<file path="config.mk">
export PLATFORM = sky130hd
export DESIGN_NAME = spi_peripheral_tx
export DESIGN_NICKNAME = d
export VERILOG_FILES = /design/src/rtl/spi_peripheral_tx.sv
export SDC_FILE = /design/constraint.sdc
export NUM_CORES = 1
export LEC_CHECK = 0
export CAP_MARGIN = 20
export CELL_PAD_IN_SITES_DETAIL_PLACEMENT = 0
export CELL_PAD_IN_SITES_GLOBAL_PLACEMENT = 1
export CORE_MARGIN = 2
export CORE_UTILIZATION = 48
export DETAILED_ROUTE_END_ITERATION = 10
export PLACE_DENSITY = 0.9
export SLEW_MARGIN = 20
export SYNTH_ARGS = -nofsm -noshare
export SYNTH_HDL_FRONTEND = slang
export SYNTH_SLANG_ARGS = --single-unit
</file>
<file path="constraint.sdc">
create_clock -name clk -period 4.3 [get_ports clk]
set_input_delay 0.86 -clock clk [delete_from_list [all_inputs] [get_ports clk]]
set_output_delay 0.86 -clock clk [all_outputs]
set_load 0.02 [all_outputs]
</file>
<file path="src/rtl/spi_peripheral_tx.sv">
// SPI peripheral transmitter: small byte FIFO feeding an MSB-first CIPO shifter.
// SCLK and CS are oversampled in the clk domain through 3-flop synchronizers.
module spi_peripheral_tx #(
    parameter bit         CPOL       = 1'b0,
    parameter bit         CPHA       = 1'b0,
    parameter int         FIFO_DEPTH = 4,
    parameter logic [7:0] IDLE_BYTE  = 8'hFF
) (
    input  logic                            clk,
    input  logic                            rst_n,
    input  logic                            SCLK,
    input  logic                            spi_cs_n,
    output logic                            CIPO,
    output logic                            cipo_oe,
    input  logic [7:0]                      tx_data,
    input  logic                            tx_valid,
    output logic                            tx_ready,
    input  logic                            tx_flush,
    output logic [$clog2(FIFO_DEPTH+1)-1:0] fifo_level,
    output logic                            tx_busy,
    output logic                            tx_byte_done,
    output logic                            tx_underrun,
    output logic                            tx_abort
);

    localparam int LW = $clog2(FIFO_DEPTH + 1);
    localparam int PW = $clog2(FIFO_DEPTH);

    typedef enum logic [1:0] {IDLE, LOAD, SHIFT} state_t;

    state_t r_state;
    state_t w_next;

    logic r_sclk_sync_0, r_sclk_sync_1, r_sclk_sync_2;
    logic r_cs_sync_0, r_cs_sync_1, r_cs_sync_2;

    always_ff @(posedge clk or negedge rst_n) begin
        if (!rst_n) begin
            r_sclk_sync_0 <= CPOL;
            r_sclk_sync_1 <= CPOL;
            r_sclk_sync_2 <= CPOL;
            r_cs_sync_0   <= 1'b1;
            r_cs_sync_1   <= 1'b1;
            r_cs_sync_2   <= 1'b1;
        end else begin
            r_sclk_sync_0 <= SCLK;
            r_sclk_sync_1 <= r_sclk_sync_0;
            r_sclk_sync_2 <= r_sclk_sync_1;
            r_cs_sync_0   <= spi_cs_n;
            r_cs_sync_1   <= r_cs_sync_0;
            r_cs_sync_2   <= r_cs_sync_1;
        end
    end

    logic w_lead, w_trail, w_cap, w_launch;

    assign w_lead   = (r_sclk_sync_1 != CPOL) && (r_sclk_sync_2 == CPOL);
    assign w_trail  = (r_sclk_sync_1 == CPOL) && (r_sclk_sync_2 != CPOL);
    assign w_cap    = CPHA ? w_trail : w_lead;
    assign w_launch = CPHA ? w_lead : w_trail;

    logic [7:0]    r_mem [FIFO_DEPTH];
    logic [PW-1:0] r_wr_ptr, r_rd_ptr;
    logic [LW-1:0] r_level;
    logic          w_empty, w_push, w_pop, w_load;

    assign w_empty    = (r_level == '0);
    assign tx_ready   = (r_level < LW'(FIFO_DEPTH));
    assign w_push     = tx_valid && tx_ready;
    assign w_pop      = w_load && !w_empty;
    assign fifo_level = r_level;

    function automatic logic [PW-1:0] ptr_inc(input logic [PW-1:0] p);
        return (p == PW'(FIFO_DEPTH - 1)) ? '0 : p + PW'(1);
    endfunction

    always_ff @(posedge clk or negedge rst_n) begin
        if (!rst_n) begin
            r_wr_ptr <= '0;
            r_rd_ptr <= '0;
            r_level  <= '0;
        end else if (tx_flush) begin
            r_wr_ptr <= '0;
            r_rd_ptr <= '0;
            r_level  <= '0;
        end else begin
            if (w_push) r_wr_ptr <= ptr_inc(r_wr_ptr);
            if (w_pop)  r_rd_ptr <= ptr_inc(r_rd_ptr);
            if (w_push && !w_pop)
                r_level <= r_level + LW'(1);
            else if (!w_push && w_pop)
                r_level <= r_level - LW'(1);
        end
    end

    always_ff @(posedge clk) begin
        if (w_push && !tx_flush) r_mem[r_wr_ptr] <= tx_data;
    end

    logic [7:0] r_shift_reg;
    logic [3:0] r_bit_cnt;
    logic       r_cipo_q;
    logic       r_byte_done, r_underrun, r_abort;
    logic       w_bit_inc, w_done, w_abort, w_launch_do;
    logic [2:0] w_bit_idx;
    logic [7:0] w_byte;

    assign w_bit_idx = 3'd7 - r_bit_cnt[2:0];
    assign w_byte    = w_empty ? IDLE_BYTE : r_mem[r_rd_ptr];

    always_ff @(posedge clk or negedge rst_n) begin
        if (!rst_n) r_state <= IDLE;
        else        r_state <= w_next;
    end

    always_comb begin
        w_next      = r_state;
        w_load      = 1'b0;
        w_bit_inc   = 1'b0;
        w_done      = 1'b0;
        w_abort     = 1'b0;
        w_launch_do = 1'b0;
        if (r_cs_sync_2) begin
            w_next  = IDLE;
            w_abort = (r_state == SHIFT) && (r_bit_cnt != 4'd0);
        end else begin
            unique case (r_state)
                IDLE: w_next = LOAD;
                LOAD: begin
                    w_load = 1'b1;
                    w_next = SHIFT;
                end
                SHIFT: begin
                    if (w_cap) begin
                        w_bit_inc = 1'b1;
                        if (r_bit_cnt == 4'd7) begin
                            w_done = 1'b1;
                            w_next = LOAD;
                        end
                    end
                    // CPHA=0 already presented bit 7 during LOAD
                    if (w_launch && (CPHA || r_bit_cnt != 4'd0))
                        w_launch_do = 1'b1;
                end
                default: w_next = IDLE;
            endcase
        end
    end

    always_ff @(posedge clk or negedge rst_n) begin
        if (!rst_n) begin
            r_shift_reg <= '0;
            r_bit_cnt   <= '0;
            r_cipo_q    <= 1'b0;
            r_byte_done <= 1'b0;
            r_underrun  <= 1'b0;
            r_abort     <= 1'b0;
        end else begin
            r_byte_done <= w_done;
            r_underrun  <= w_load && w_empty;
            r_abort     <= w_abort;
            if (w_load) begin
                r_shift_reg <= w_byte;
                r_bit_cnt   <= '0;
            end else if (w_bit_inc) begin
                r_bit_cnt <= r_bit_cnt + 4'd1;
            end
            if (r_state == IDLE)
                r_cipo_q <= 1'b0;
            else if (w_load && !CPHA)
                r_cipo_q <= w_byte[7];
            else if (w_launch_do)
                r_cipo_q <= r_shift_reg[w_bit_idx];
        end
    end

    assign CIPO         = r_cipo_q;
    assign cipo_oe      = (r_state != IDLE) && !r_cs_sync_2;
    assign tx_busy      = (r_state != IDLE);
    assign tx_byte_done = r_byte_done;
    assign tx_underrun  = r_underrun;
    assign tx_abort     = r_abort;

endmodule

</file>
* Yosys cells after proc, flatten, opt, wreduce, memory -nomap -nowiden
Memory sizes are Yosys's and may differ from the RTL's.
Cells that the tools add are included.
** Word-level totals
- Flip-flop bits (word level) :: 31
- Bits in writable memories :: 32
- Input port bits :: 14
- Output and inout bits :: 10
- Word-level logic and storage cells :: 96
- Memories :: 1
** Memory list
- r_mem :: depth 4, bits a word 8, read ports 1, clocked after memory_dff 0, write ports 1, RTL line 62 : logic [7:0] r_mem [FIFO_DEPTH];
** Cells by class
- Add/sub/neg operators :: 6
- Order comparisons :: 2
- Equal/unequal tests :: 7
- Multiplexer cells :: 36
- Bitwise operators :: 2
- Reduce and logical (&&, ||, !) cells :: 26
** Operators with widths (number)
- $mux 1 :: 19
- $mux 2 :: 9
- $logic_and 1x1->1 :: 11
- $mux 3 :: 3
- $mux 4 :: 2
- $mux 8 :: 1
- $reduce_bool 2->1 :: 4
- $eq 2x2->1 const B :: 3
- $pmux 2 s3 :: 1
- $reduce_bool 3->1 :: 2
- $logic_not 1->1 :: 5
- $add 2x1->2 const B :: 2
- $add 4x1->4 const B :: 1
- $eq 4x3->1 const B :: 1
- $lt 3x4->1 const B :: 1
- $reduce_bool 4->1 :: 1
- $add 3x1->3 const B :: 1
- $bmux 1 s3 :: 1
- $logic_not 3->1 :: 1
- $lt 3x3->1 const B :: 1
- $ne 3x2->1 const B :: 1
- $ne 3x3->1 const B :: 1
- $sub 3x1->3 const B :: 1
- $sub 3x3->3 const A :: 1
- other kinds (4) :: 5

* Longest topological paths before layout
Gate-level depths: netlist (run 1).
- Depth after elaboration :: 9
- Depth in mapped cells :: 7
- Mapped depth without buffers :: 6

* Worst setup path after synthesis (run 1)
No wires, ideal clock.
- Path kind :: input-to-reg
- Start point :: in tx_valid
- End point :: reg r_level[2], in the netlist fifo_level[2]
- Setup time :: 82 ps
- Arrival time :: 2089 ps
- Required time :: 4218 ps
- Path slack :: 2129 ps
- Stages :: 5
- Buffers on the path :: 0
- Cells stage by stage :: nand2b_1 > a21oi_1 > fa_1 > or4b_1 > a31oi_1
** Between the ends
- Longest elaborated chain between the ends :: 4
- Elaborated cells on any way between the ends :: 7
- Those cells by class :: mux: 2; reduce/logical: 5
** Ends and longest elaborated chain
- from (decl) :: RTL line 16 : input logic tx_valid,
- $logic_and 1x1->1 (*) :: RTL line 69 : assign w_push = tx_valid && tx_ready;
- $logic_and 1x1->1 or $logic_not 1->1 (tied branches) :: RTL line 89, 91
- $mux 3 or $logic_and 1x1->1 (tied branches) :: RTL line 89, 91
- $mux 3 or $reduce_bool 3->1 (tied branches)
- to (signal assigned) :: RTL line 90 : r_level <= r_level + LW'(1);
- to (signal assigned) :: RTL line 92 : r_level <= r_level - LW'(1);
- to (decl) :: RTL line 64 : logic [LW-1:0] r_level;
Every way passes the cells marked *; elsewhere a longest branch is shown, timed or not.
A chain may end at the register's enable or synchronous reset.

* Worst setup path after layout (run 1)
Same ends and word-level chain as after synthesis.

==> metrics.yaml, run 1 <==
status: "finished clean"
syn_area_um2: 2650
multi_input_area_um2: 842
die_height_um: 78.3
r2r_slack_ns: 1.99
antenna_found_initial: 0
critPathRequiredTime_ns: 4.56
syn_inst: 179
hold_depth: 0
hp-start: "r_cs_sync_1"
ios: 24
n_fill_cell: 432
swShare: 0.252
grt_overflow: 0
finalMaxSlewViolations: 0
synth_edf_count: 32
dieArea_um2: 6130
holdWs_ns: 0.357
leakage_nw: 1.17
setup_viol: 0
clockPowerShare: 0.357
tightest_slew_ns: 0.631
crit_path_top_delay_cell: "clkdlybuf4s50_1"
initial_core_util: 0.491
path_max_fanout: 6
critPathKind: "in2reg"
pre_cts_slack_ns: 1.44
netlist_top_cells_area: "edfxtp_1 36%, dfrtp_1 26%, mux4_2 7.6%"
rsz0062_at_grt: "false"
avgRoutedWirePerCell_um: 15.1
grt_pass1_vias: 1514
rr_worst_depth: 5
routed_wl_mm: 4.28
largest_reg_flops: 32
via_per_inst: 5.24
pwr-share-seq: 0.487
grt_pass1_wl_mm: 7.56
core-area_um2: 5410
final_common_cell: "edfxtp_1"
cts_tree: "built"
die_x_um: 78.3
mostFrequentLayoutCells: "32 x edfxtp_1, 28 x dfrtp_1, 23 x clkdlybuf4s50_1, 13 x nor2_1, 10 x inv_1"
remaining_drc_errors: 0
post-route-period-util: 0.592
r2r_end: "fifo_level[2]"
yosysTopAreaCell: "edfxtp_1"
syn_nets: 201
synth-seq-cells: 63
r2r-start: "fifo_level[0]"
grt_usage: 0.167
rows: 27
root_buffer: "clkbuf_8"
ir_drop_v: 0.000243
p_total_mw: 1.54
skew_ns: 0.00369
drv_cap: 0
clkSinkCount: 63
power_density_nw_per_um2: 486
firstDrtPassIters: 4
grt_max_degree: 32
start_kind: "input port"
crit_arrival_ns: 2.81
critical-path-max-stage-delay_ns: 0.49
min_path_type: "reg2reg"
cts_resized: 0
p_sw_mw: 0.387
yosys.area.top_type_share: 0.362
port_buffers: 23
synth_area_per_cell_um2: 14.8
diodes: 0
initialDrtViolationCount: 91
layout-drive-gt1-share: 0.152
vias: 1483
async_reset_ff_frac: 0.492
seq_area_um2: 1740
postCtsSetupBuffers: 0
clk_latency_ns: 0.34
ys_seq_area_frac: 0.656
cp-end-kind: "register"
area_delta_synth_final_pct: 19.2
holdBufCountCts: 0
cp_cell_sequence: "clkdlybuf4s50_1 -> nand2b_1 -> a21oi_1 -> fa_1 -> or4b_1 -> a31oi_1"
htreeDepth: 3
nNetsFinal: 229
synth_warnings: 0
routabilityCongestion: 0.764
cts_buffer_depth: 2
min_period_ns: 2.54
fmax_mhz: 393
hold_viol_final: 0
fin_ws_ns: 1.76
hold_end: "r_cs_sync_2"
slew_headroom: 0.579
internal_power_mw: 1.15
cts_made_buffers: 9
netlist-cell-type-count: 40
ys.flop_type: "edfxtp_1"
fin_tns_setup_ns: 0
antenna_left: 0
dp.final_hpwl_mm: 2.90
clkTransAtPathRegs_ns: 0.07
combinationalPowerShare: 0.156
==> power by group through the flow <==
stage	Combinational (mW)	Sequential, mW	Clock, mW
floorplan	0.158	0.754	0
global placement	0.234	0.758	0
detailed placement	0.243	0.762	0
CTS	0.244	0.750	0.563
global route	0.267	0.760	0.588
finish	0.240	0.748	0.548
==> worst max path at each step <==
| stage | end | slack, ns | start |
|---|---|---|---|
| 6_report | fifo_level[2] | 1.76 | tx_valid |
| 5_1_grt | fifo_level[2] | 1.60 | tx_valid |
| 4_1_cts | cipo_oe | 1.76 | r_state[1] |
| 3_5_place_dp | fifo_level[2] | 1.44 | tx_valid |
| 3_3_place_gp | fifo_level[2] | 1.53 | tx_valid |
| 2_1_floorplan | fifo_level[2] | 2.13 | tx_valid |
==> cell families (layout without fill, tap and decap cells) <==
logic type	count (synthesis)	count (layout)	share of synthesized area
AO/OA/AOI/OAI	24	24	0.0614
adder cells (fa/ha/maj)	8	8	0.0406
XOR/XNOR	2	2	0.00661
AND/OR/NAND/NOR	50	50	0.110
flip-flops	63	63	0.656
multiplexers	15	15	0.0991
buffers and inverters	17	49	0.0260
==> metal layers <==
metal | share of wire | GRT usage | routed length (um)
met1 | 0.44 | 0.206 | 1900
met2 | 0.49 | 0.262 | 2090
met3 | 0.044 | 0.0586 | 188
met4 | 0.023 | 0.0842 | 98
met5 | 0 | 0 | 0
==> Yosys cell counts, drive strengths merged, types with 3 or more instances <==
| cell | count |
|---|---|
| a21oi | 6 |
| and2 | 5 |
| buf | 3 |
| clkbuf | 4 |
| dfrtp | 28 |
| dfstp | 3 |
| edfxtp | 32 |
| ha | 7 |
| inv | 10 |
| mux2i | 6 |
| mux4 | 9 |
| nand2 | 3 |
| nand2b | 5 |
| nor2 | 13 |
| nor2b | 3 |
| nor3 | 5 |
| o21ai | 5 |
| o22a | 7 |
| or3 | 3 |
==> per-stage QoR <==
stage	std cells	utilization	area (um2)
global route	283	0.584	3160
floorplan	179	-	2650
detailed placement	268	0.545	2950
finish	283	0.584	3160
global placement	268	0.545	2950
CTS	283	0.584	3160
==> final cells by class <==
cell class                 count  share of cell area
sequential                    63               0.551
clock buffer                  10              0.0404
tap                           72              0.0285
clock inverter                 5              0.0265
timing repair buffer          24              0.0752
inverter                      10              0.0119
multi-input combinational     99               0.267
==> critical path, delay by kind of cell <==
| family | cells | cell delay (ns) |
|---|---|---|
| buf+inv | 1 | 0.49 |
| fa+ha+maj | 1 | 0.29 |
| compound gates | 2 | 0.55 |
| simple gates | 2 | 0.62 |
Power figures use the tool's default switching activity.
==> run 2, diff against run 1 <==
CORE_UTILIZATION = 47   (was 48)
PLACE_DENSITY = 0.89   (was 0.9)
clock period = 2.5 ns   (was 4.3 ns; I/O delays follow)
==> run 2 against run 1 <==
Global-route usage fell by 1.3 points. Clock power rose by 64%. Combinational power up 71%. Routed wire length fell by 2.2%. Via count up 0.34%. Sequential cell count unchanged. Final cell count is 1.4% higher. Largest power group unchanged.
==> metrics.yaml, run 2 (synthesis results as in run 1) <==
avgRoutedWirePerCell_um: 14.6
largest_reg_flops: 32
ios: 24
fin_tns_setup_ns: 0
pre_cts_slack_ns: 0.228
critPathRequiredTime_ns: 2.00
p_total_mw: 2.60
rsz0062_at_grt: "false"
grt_usage: 0.154
r2r_slack_ns: 0.44
clkSinkCount: 63
clk_latency_ns: 0.34
die_height_um: 79.1
mostFrequentLayoutCells: "32 x edfxtp_1, 28 x dfrtp_1, 23 x clkdlybuf4s50_1, 13 x nor2_1, 10 x inv_1"
nNetsFinal: 232
fmax_mhz: 453
remaining_drc_errors: 0
area_delta_synth_final_pct: 19.7
post-route-period-util: 0.883
diodes: 0
crit_family: "buffers and inverters"
path_depth: 3
final_common_cell: "edfxtp_1"
hold_depth: 0
min_period_ns: 2.21
initial_core_util: 0.484
postCtsSetupBuffers: 0
dpl_cell_area_um2: 2970
dp.final_hpwl_mm: 2.90
antenna_found_initial: 0
cts_resized: 0
routabilityCongestion: 0.828
cts_tree: "built"
rows: 27
fin_ws_ns: 0.292
skew_ns: 0.00499
critPathKind: "reg2out"
firstDrtPassIters: 4
tightest_slew_ns: 0.558
cp-end-kind: "output pin"
grt_pass1_vias: 1526
crit_path_top_delay_cell: "clkdlybuf4s50_1"
die_x_um: 79.1
initialDrtViolationCount: 92
path_max_fanout: 8
hold_viol_final: 0
slew_headroom: 0.628
power_density_nw_per_um2: 818
setup_viol: 0
dieArea_um2: 6260
layout-drive-gt1-share: 0.172
grt_overflow: 0
cts_made_buffers: 9
holdBufCountCts: 0
grt_max_degree: 32
final_area_um2: 3170
finalMaxSlewViolations: 0
core-area_um2: 5470
clkTransAtPathRegs_ns: 0.07
root_buffer: "clkbuf_8"
cpMostUsedCell: "nor2_1"
rr_worst_depth: 5
critPathBufInv: 1
htreeDepth: 3
leakage_nw: 1.18
critical-path-max-stage-delay_ns: 0.60
antenna_left: 0
drv_cap: 0
cts_buffer_depth: 2
via_per_inst: 5.18
status: "finished clean"
start_kind: "register"
grt_pass1_wl_mm: 7.22
port_buffers: 23
min_path_type: "reg2reg"
vias: 1488
cp_cell_sequence: "nor2_1 -> nor2_1 -> clkdlybuf4s50_1"
crit_arrival_ns: 1.71
ir_drop_v: 0.000415
routed_wl_mm: 4.18
run 2: final cells by class:
cell class | instances | area, um2
Timing Repair Buffer | 27 | 260
Clock inverter | 7 | 80.1
Inverter | 10 | 37.5
Sequential cell | 63 | 1740
Tap cell | 72 | 90.1
Multi-Input combinational cell | 99 | 842
Clock buffer | 9 | 124
Fill cell | 438 | 2300
run 2: path summary, 6_finish.rpt:
path	start	end
hold reg to reg	r_cs_sync_1	r_cs_sync_2
setup / recovery	r_state[1]	cipo_oe
min in group asynchronous	rst_n	r_bit_cnt[0]
hold / removal	r_cs_sync_1	r_cs_sync_2
setup reg to reg	fifo_level[1]	fifo_level[2]
max in group asynchronous	rst_n	r_cs_sync_0
run 2: through the flow:
stage | instances | hold WS [ns] | util
after floorplan | 179 | 0.204 | -
after global placement | 271 | 0.344 | 0.543
after detailed placement | 271 | 0.337 | 0.543
after CTS | 287 | 0.359 | 0.580
after global routing | 287 | 0.367 | 0.580
final | 287 | 0.358 | 0.580
run 2: power by group:
group | total, mW | internal (mW) | switching, mW
logic | 0.411 | 0.224 | 0.187
clock network | 0.898 | 0.470 | 0.428
registers | 1.29 | 1.20 | 0.0863
run 2: routing by layer:
layer	GRT usage	routed length (um)	vias to the layer above
met1	0.206	1960	731
met4	0.0621	56	0
met2	0.233	1980	26
met3	0.0511	176	6
met5	0	0	-
li1	-	-	725
